`src/rtl/select_strobe_pkg.sv`:
```
// -----------------------------------------------------------------------------
// select_strobe_pkg
//
// Shared types, default parameters and helpers for the select_strobe block.
//
// Contents:
//   SEL_W_DEF / LEN_W_DEF : default index and strobe-length widths
//   MAX_N                 : widest select vector the decoder helper supports
//   state_t               : strobe FSM state encoding (IDLE, STROBE, GAP)
//   onehot_n()            : active-low one-cold decoder
//
// Configuration macro used by the top: SELECT_STROBE_ABORT_EN
// -----------------------------------------------------------------------------
package select_strobe_pkg;

   localparam int SEL_W_DEF = 3;
   localparam int LEN_W_DEF = 4;

   // The decoder works on a fixed-width vector.  Callers keep the low
   // 2**SEL_W bits.  This supports SEL_W up to 8.
   localparam int MAX_N = 256;

   typedef enum logic [1:0] {
      IDLE   = 2'd0,
      STROBE = 2'd1,
      GAP    = 2'd2
   } state_t;

   // Active-low one-cold decode: bit idx is 0 and every other bit is 1.
   // An out-of-range index gives all ones, so no line is selected.
   function automatic logic [MAX_N-1:0] onehot_n(input int unsigned idx);
      logic [MAX_N-1:0] v;
      v = '1;
      if (idx < MAX_N) begin
         v[idx[7:0]] = 1'b0;
      end
      return v;
   endfunction

endpackage : select_strobe_pkg

```
`src/rtl/select_strobe_timer.sv`:
```
// -----------------------------------------------------------------------------
// strobe_timer
//
// Loadable down-counter that measures the strobe length.
//
// Ports:
//   clk      : system clock, rising edge
//   rst_n    : asynchronous active-low reset; clears the count to 0
//   load     : load load_val on the next edge (has priority over dec)
//   load_val : value to load
//   dec      : decrement by one on the next edge; the count stops at 0
//   count    : current count
//   zero     : count == 0
// -----------------------------------------------------------------------------
module strobe_timer
   import select_strobe_pkg::*;
#(
   parameter int LEN_W = LEN_W_DEF
)
(
   input  logic             clk,
   input  logic             rst_n,
   input  logic             load,
   input  logic [LEN_W-1:0] load_val,
   input  logic             dec,
   output logic [LEN_W-1:0] count,
   output logic             zero
);

   always_ff @(posedge clk or negedge rst_n) begin
      if (!rst_n) begin
         count <= '0;
      end else if (load) begin
         count <= load_val;
      end else if (dec && (count != '0)) begin
         count <= count - LEN_W'(1);
      end
   end

   assign zero = (count == '0);

endmodule : strobe_timer

```
`src/rtl/select_strobe.sv`:
```
// -----------------------------------------------------------------------------
// select_strobe
//
// Registered active-low select-strobe generator.  An accepted request latches
// an index, a strobe length and a scan flag.  The block then drives the
// matching active-low select line for the programmed number of clocks.  In
// scan mode it steps through every higher index.  Each strobe is followed by
// a one-cycle all-high gap.  Scan mode never wraps.
//
// Parameters:
//   SEL_W : index width; N = 2**SEL_W select lines
//   LEN_W : strobe-length field width
//
// Ports:
//   clk       : system clock, rising edge
//   rst_n     : asynchronous active-low reset
//   start     : request; sampled only in IDLE
//   sel       : starting index, latched on an accepted start
//   pulse_len : strobe length in clocks, latched on an accepted start;
//               a value of 0 gives a length of 1
//   scan      : latched on an accepted start; 1 = step sel..N-1
//   abort     : (SELECT_STROBE_ABORT_EN only) stop the current request
//               without a done pulse
//   out_n     : active-low select lines; at most one bit is low
//   busy      : high from the first strobe cycle to the last strobe cycle
//   done      : one-cycle completion pulse
//   state_dbg : current FSM state, for observation only
//
// Handshake: start is a request with no ready signal.  The block accepts it
// in any cycle where it is in IDLE.  It ignores start in every other cycle.
// The IDLE cycle that carries done also accepts a new request.
//
// Every output comes straight from a register.  No input reaches an output
// without passing through a register.
//
// Optional feature macro: SELECT_STROBE_ABORT_EN
// -----------------------------------------------------------------------------
module select_strobe
   import select_strobe_pkg::*;
#(
   parameter int SEL_W = SEL_W_DEF,
   parameter int LEN_W = LEN_W_DEF
)
(
   input  logic                  clk,
   input  logic                  rst_n,
   input  logic                  start,
   input  logic [SEL_W-1:0]      sel,
   input  logic [LEN_W-1:0]      pulse_len,
   input  logic                  scan,
`ifdef SELECT_STROBE_ABORT_EN
   input  logic                  abort,
`endif
   output logic [(2**SEL_W)-1:0] out_n,
   output logic                  busy,
   output logic                  done,
   output state_t                state_dbg
);

   localparam int N = 2**SEL_W;

   state_t           state;
   logic [SEL_W-1:0] idx;
   logic [LEN_W-1:0] len;
   logic             scan_q;

   logic [LEN_W-1:0] eff_len;
   logic [SEL_W-1:0] idx_inc;
   logic             last_idx;
   logic             abort_hit;

   logic             tmr_load;
   logic [LEN_W-1:0] tmr_load_val;
   logic             tmr_dec;
   logic [LEN_W-1:0] tmr_count;
   logic             tmr_zero;

   logic [MAX_N-1:0] dec_sel_w;
   logic [MAX_N-1:0] dec_inc_w;

   // A length of 0 runs as 1.  This way every accepted request makes a
   // visible strobe.
   assign eff_len  = (pulse_len == '0) ? LEN_W'(1) : pulse_len;
   assign idx_inc  = idx + SEL_W'(1);
   assign last_idx = (idx == SEL_W'(N - 1));

`ifdef SELECT_STROBE_ABORT_EN
   // abort only acts in STROBE or GAP.  The IDLE branch never looks at it.
   assign abort_hit = abort;
`else
   assign abort_hit = 1'b0;
`endif

   // Decode the next index ahead of time.  This lets out_n be loaded on the
   // same edge that enters STROBE.
   assign dec_sel_w = onehot_n(32'(sel));
   assign dec_inc_w = onehot_n(32'(idx_inc));

   // The counter loads len-1 on each edge that enters STROBE.  It reaches 0
   // in the last strobe cycle.
   assign tmr_load     = ((state == IDLE) && start) ||
                         ((state == GAP) && !abort_hit);
   assign tmr_load_val = (state == IDLE) ? (eff_len - LEN_W'(1))
                                         : (len - LEN_W'(1));
   assign tmr_dec      = (state == STROBE) && !tmr_zero;

   strobe_timer #(
      .LEN_W (LEN_W)
   ) u_timer (
      .clk      (clk),
      .rst_n    (rst_n),
      .load     (tmr_load),
      .load_val (tmr_load_val),
      .dec      (tmr_dec),
      .count    (tmr_count),
      .zero     (tmr_zero)
   );

   // Single FSM process.  The registered outputs are assigned together with
   // the state transition that produces them.
   always_ff @(posedge clk or negedge rst_n) begin
      if (!rst_n) begin
         state  <= IDLE;
         idx    <= '0;
         len    <= '0;
         scan_q <= 1'b0;
         out_n  <= '1;
         busy   <= 1'b0;
         done   <= 1'b0;
      end else begin
         done <= 1'b0;
         case (state)
            IDLE: begin
               if (start) begin
                  idx    <= sel;
                  len    <= eff_len;
                  scan_q <= scan;
                  out_n  <= dec_sel_w[N-1:0];
                  busy   <= 1'b1;
                  state  <= STROBE;
               end
            end

            STROBE: begin
               if (abort_hit) begin
                  out_n <= '1;
                  busy  <= 1'b0;
                  state <= IDLE;
               end else if (tmr_zero) begin
                  out_n <= '1;
                  if (scan_q && !last_idx) begin
                     // busy stays high through the gap.
                     state <= GAP;
                  end else begin
                     busy  <= 1'b0;
                     done  <= 1'b1;
                     state <= IDLE;
                  end
               end
            end

            GAP: begin
               if (abort_hit) begin
                  out_n <= '1;
                  busy  <= 1'b0;
                  state <= IDLE;
               end else begin
                  idx   <= idx_inc;
                  out_n <= dec_inc_w[N-1:0];
                  state <= STROBE;
               end
            end

            default: begin
               out_n <= '1;
               busy  <= 1'b0;
               state <= IDLE;
            end
         endcase
      end
   end

   assign state_dbg = state;

endmodule : select_strobe

```
`config.mk`:
```
export PLATFORM = sky130hd
export DESIGN_NAME = select_strobe
export DESIGN_NICKNAME = d
export VERILOG_FILES = /design/src/rtl/select_strobe_pkg.sv /design/src/rtl/select_strobe_timer.sv /design/src/rtl/select_strobe.sv
export SDC_FILE = /design/constraint.sdc
export NUM_CORES = 1
export LEC_CHECK = 0
export ABC_AREA = 1
export BUFFER_PORTS_ARGS = -buffer_cell sky130_fd_sc_hd__buf_2
export CORE_ASPECT_RATIO = 0.8
export CORE_MARGIN = 5
export CORE_UTILIZATION = 59
export CTS_CLUSTER_SIZE = 24
export DETAILED_ROUTE_END_ITERATION = 16
export GPL_TIMING_DRIVEN = 0
export PLACE_DENSITY = 0.83
export SLEW_MARGIN = 10
export SYNTH_ARGS = -nofsm -noshare
export SYNTH_HDL_FRONTEND = slang
export SYNTH_SLANG_ARGS = --single-unit
```
`constraint.sdc`:
```
create_clock -name clk -period 3.53 [get_ports clk]
set_clock_uncertainty 0.05 [all_clocks]
set_input_delay 0.8825 -clock clk [delete_from_list [all_inputs] [get_ports clk]]
set_output_delay 0.8825 -clock clk [all_outputs]
set_load 0.01 [all_outputs]
```
==> impl_metrics.env <==
export IMPL_clk_insertion_delay_late_ns=0.31
export IMPL_grt_pass1_vias=1127
export IMPL_synth_avg_cell_area_um2=8.01
export IMPL_slowest_delay_ns=0.56
export IMPL_grt_use_total_pct=19.4
export IMPL_cts_buffers=3
export IMPL_r2r_end="u_timer.count[2]$_DFFE_PN0P_"
export IMPL_tns_ns=0
export IMPL_dr_wl_met2_mm=1.17
export IMPL_die_y_um=52.7
export IMPL_die_w_um=63.4
export IMPL_critPathCaptureType="output pin"
export IMPL_irDropWorstVdd_uv=290
export IMPL_tritoncts="built"
export IMPL_drt_pass1_iterations=4
export IMPL_io_pins=23
export IMPL_syn_area_mm2=0.00135
export IMPL_synth_edf_count=0
export IMPL_cts_hold_buf=0
export IMPL_worst_r2r_cell_count=10
export IMPL_routed_wl_mm=2.71
export IMPL_ys_seq_elements=24
export IMPL_holdCritStartpoint="out_n[3]$_DFFE_PN1P_"
export IMPL_fin_crit_ns=1.93
export IMPL_dieArea_mm2=0.00334
export IMPL_root_buffer="clkbuf_4"
export IMPL_overflow=0
export IMPL_drt_iter0_markers=50
export IMPL_route_met3_wl_um=173
export IMPL_hold_path_depth=2
export IMPL_gp_congestion=0.920
export IMPL_tightest_slew_ns=0.500
export IMPL_startpoint_type="flop"
export IMPL_crit_fanout=2
export IMPL_numPortBuffers=22
export IMPL_status="finished, final reports clean"
export IMPL_cp_num_buf_inv=1
export IMPL_clock_path_buffers=2
export IMPL_detail_route_vias_per_cell=5.33
export IMPL_slew_viol_final=0
export IMPL_grt_max_degree=25
export IMPL_r2r_start="state_dbg[1]$_DFFE_PN0P_"
export IMPL_r2r_slack_ns=1.75
export IMPL_powerDensity_mw_per_mm2=272
export IMPL_placed_cells=215
export IMPL_post_cts_resized=0
export IMPL_num_rows=15
export IMPL_cts_setup_buffers=0
export IMPL_clkTransAtPathRegs_ns=0.11
export IMPL_vias=1167
export IMPL_syn_num_nets=182
export IMPL_hold_class="flop to flop"
export IMPL_ys_flop_type="dfrtp_1"
export IMPL_critPathLaunch="out_n[4]$_DFFE_PN1P_"
export IMPL_finalSetupViolCount=0
export IMPL_area_growth_syn_to_layout_pct=12.5
export IMPL_path_class="flop to output pin"
export IMPL_hold_viol=0
export IMPL_holdPathEnd="out_n[3]$_DFFE_PN1P_"
export IMPL_postSynthCellCount=168
export IMPL_relSlewSlack_pct=66.6
export IMPL_preCtsSetupSlack_ns=1.41
export IMPL_synth_async_reset_ratio_pct=100
export IMPL_cp_required_ns=2.60
export IMPL_drv_cap=0
export IMPL_crit_chain="buf_2"
export IMPL_fin_ws_ns=1.60
export IMPL_grt_pass1_wl_mm=5.00
export IMPL_antenna_left=0
export IMPL_synth_warnings=0
export IMPL_synth_cell_types=31
export IMPL_max_freq_ghz=0.519
export IMPL_clock_sinks=24
export IMPL_dp_final_hpwl_mm=2.19
export IMPL_wl_per_cell_um=12.4
export IMPL_critPathTopFamily="flip-flops"
export IMPL_power_w=0.000412
export IMPL_routed_top_layer="met4"
export IMPL_antenna_found_initial=0
export IMPL_holdWs_ns=0.432
export IMPL_final_cells=219
export IMPL_htreeDepth=1
export IMPL_num_antenna_cells=0
export IMPL_ys_seq_area_share_pct=45.4
export IMPL_m1WireLength_mm=1.34
export IMPL_layout_drive_gt1_share_pct=27.8
export IMPL_crit_slowest_cell="dfstp_2"
export IMPL_rsz0062_at_grt="no"
export IMPL_arrival_ns=1.00
export IMPL_drc=0
export IMPL_p_leak_nw=0.832
export IMPL_period_share_pct=54.6
export IMPL_core_mm2=0.00216
export IMPL_nNetsFinal=209
export IMPL_start_util_pct=62.4
final cells by class:
class	instances	area [µm²]
Buffer	3	27.5
Clock buffer	4	26.3
Fill cell	176	644
Inverter	19	71.3
Multi-Input combinational cell	122	637
Sequential cell	24	611
Tap cell	25	31.3
Timing Repair Buffer	22	110
where the power goes:
part	total, W	internal (W)	switching (W)
clock network	0.000119	0.0000442	0.0000749
logic	0.0000179	0.00000546	0.0000124
registers	0.000275	0.000275	0
total	0.000412	0.000325	0.0000874
synthesized netlist by cell type, drive strengths merged, types with 2 or more instances:
cell type	count	area share, %
nand2	60	18
inv	19	5.3
o21ai	17	7.4
dfrtp	16	30
nor2	15	4.9
dfstp	8	16
nand3	8	3.3
a21oi	3	1.1
buf	3	2.0
ha	3	2.8
mux2	3	2.5
a31oi	2	0.93
o22ai	2	0.93
how the worst max path moves through the flow:
| stage | slack [ns] | cells past startpoint | end |
|---|---|---|---|
| final | 1.60 | 1 | out_n[4] |
| after global routing | 1.55 | 1 | out_n[4] |
| after CTS | 1.59 | 1 | out_n[4] |
| after detailed placement | 1.41 | 11 | u_timer.count[2]$_DFFE_PN0P_ |
| after global placement | 1.47 | 11 | u_timer.count[2]$_DFFE_PN0P_ |
| after floorplan | 1.70 | 10 | u_timer.count[2]$_DFFE_PN0P_ |
state kept, by name, summed over array words and instances, names as in the netlist:
signal and flops:
idx 3, busy 1, out_n 8, done 1
scan_q 1, state_dbg 2, len 4, u_timer.count 4
cells by family after synthesis:
| logic type | count (synthesis) | share of synthesized area, % |
|---|---|---|
| and+or+nand+nor | 87 | 28.4 |
| xor gates and xnor gates | 1 | 0.651 |
| adders and majority gates | 3 | 2.79 |
| DFF | 24 | 45.4 |
| muxes | 3 | 2.51 |
| buffers and inverters | 22 | 7.34 |
| AOI/OAI and AO/OA | 28 | 12.9 |
per-layer routing:
layer | global-route usage (%) | up-vias
li1 | - | 598
met1 | 25.3 | 534
met2 | 31.6 | 30
met3 | 4.94 | 5
met4 | 6.23 | 0
met5 | 0 | -
placed cells by master (no fill, tap or decap), types with 4 or more instances in the layout:
| master | netlist | final |
|---|---|---|
| nand3_1 | 7 | 7 |
| o21ai_2 | 4 | 4 |
| inv_1 | 18 | 18 |
| buf_2 | 1 | 23 |
| dfrtp_1 | 16 | 16 |
| dfstp_2 | 8 | 8 |
| nand2_1 | 55 | 55 |
| nand2_2 | 4 | 4 |
| o21ai_0 | 9 | 9 |
| nor2_1 | 13 | 13 |
| o21ai_1 | 4 | 4 |
stage by stage:
step           instance area (µm²)  utilization (%)
2_1_floorplan                 1350                -
3_3_place_gp                  1490             68.9
3_5_place_dp                  1490             68.9
4_1_cts                       1510             70.1
5_1_grt                       1510             70.1
6_report                      1510             70.1
No activity file was read; power rests on OpenSTA's default activity.
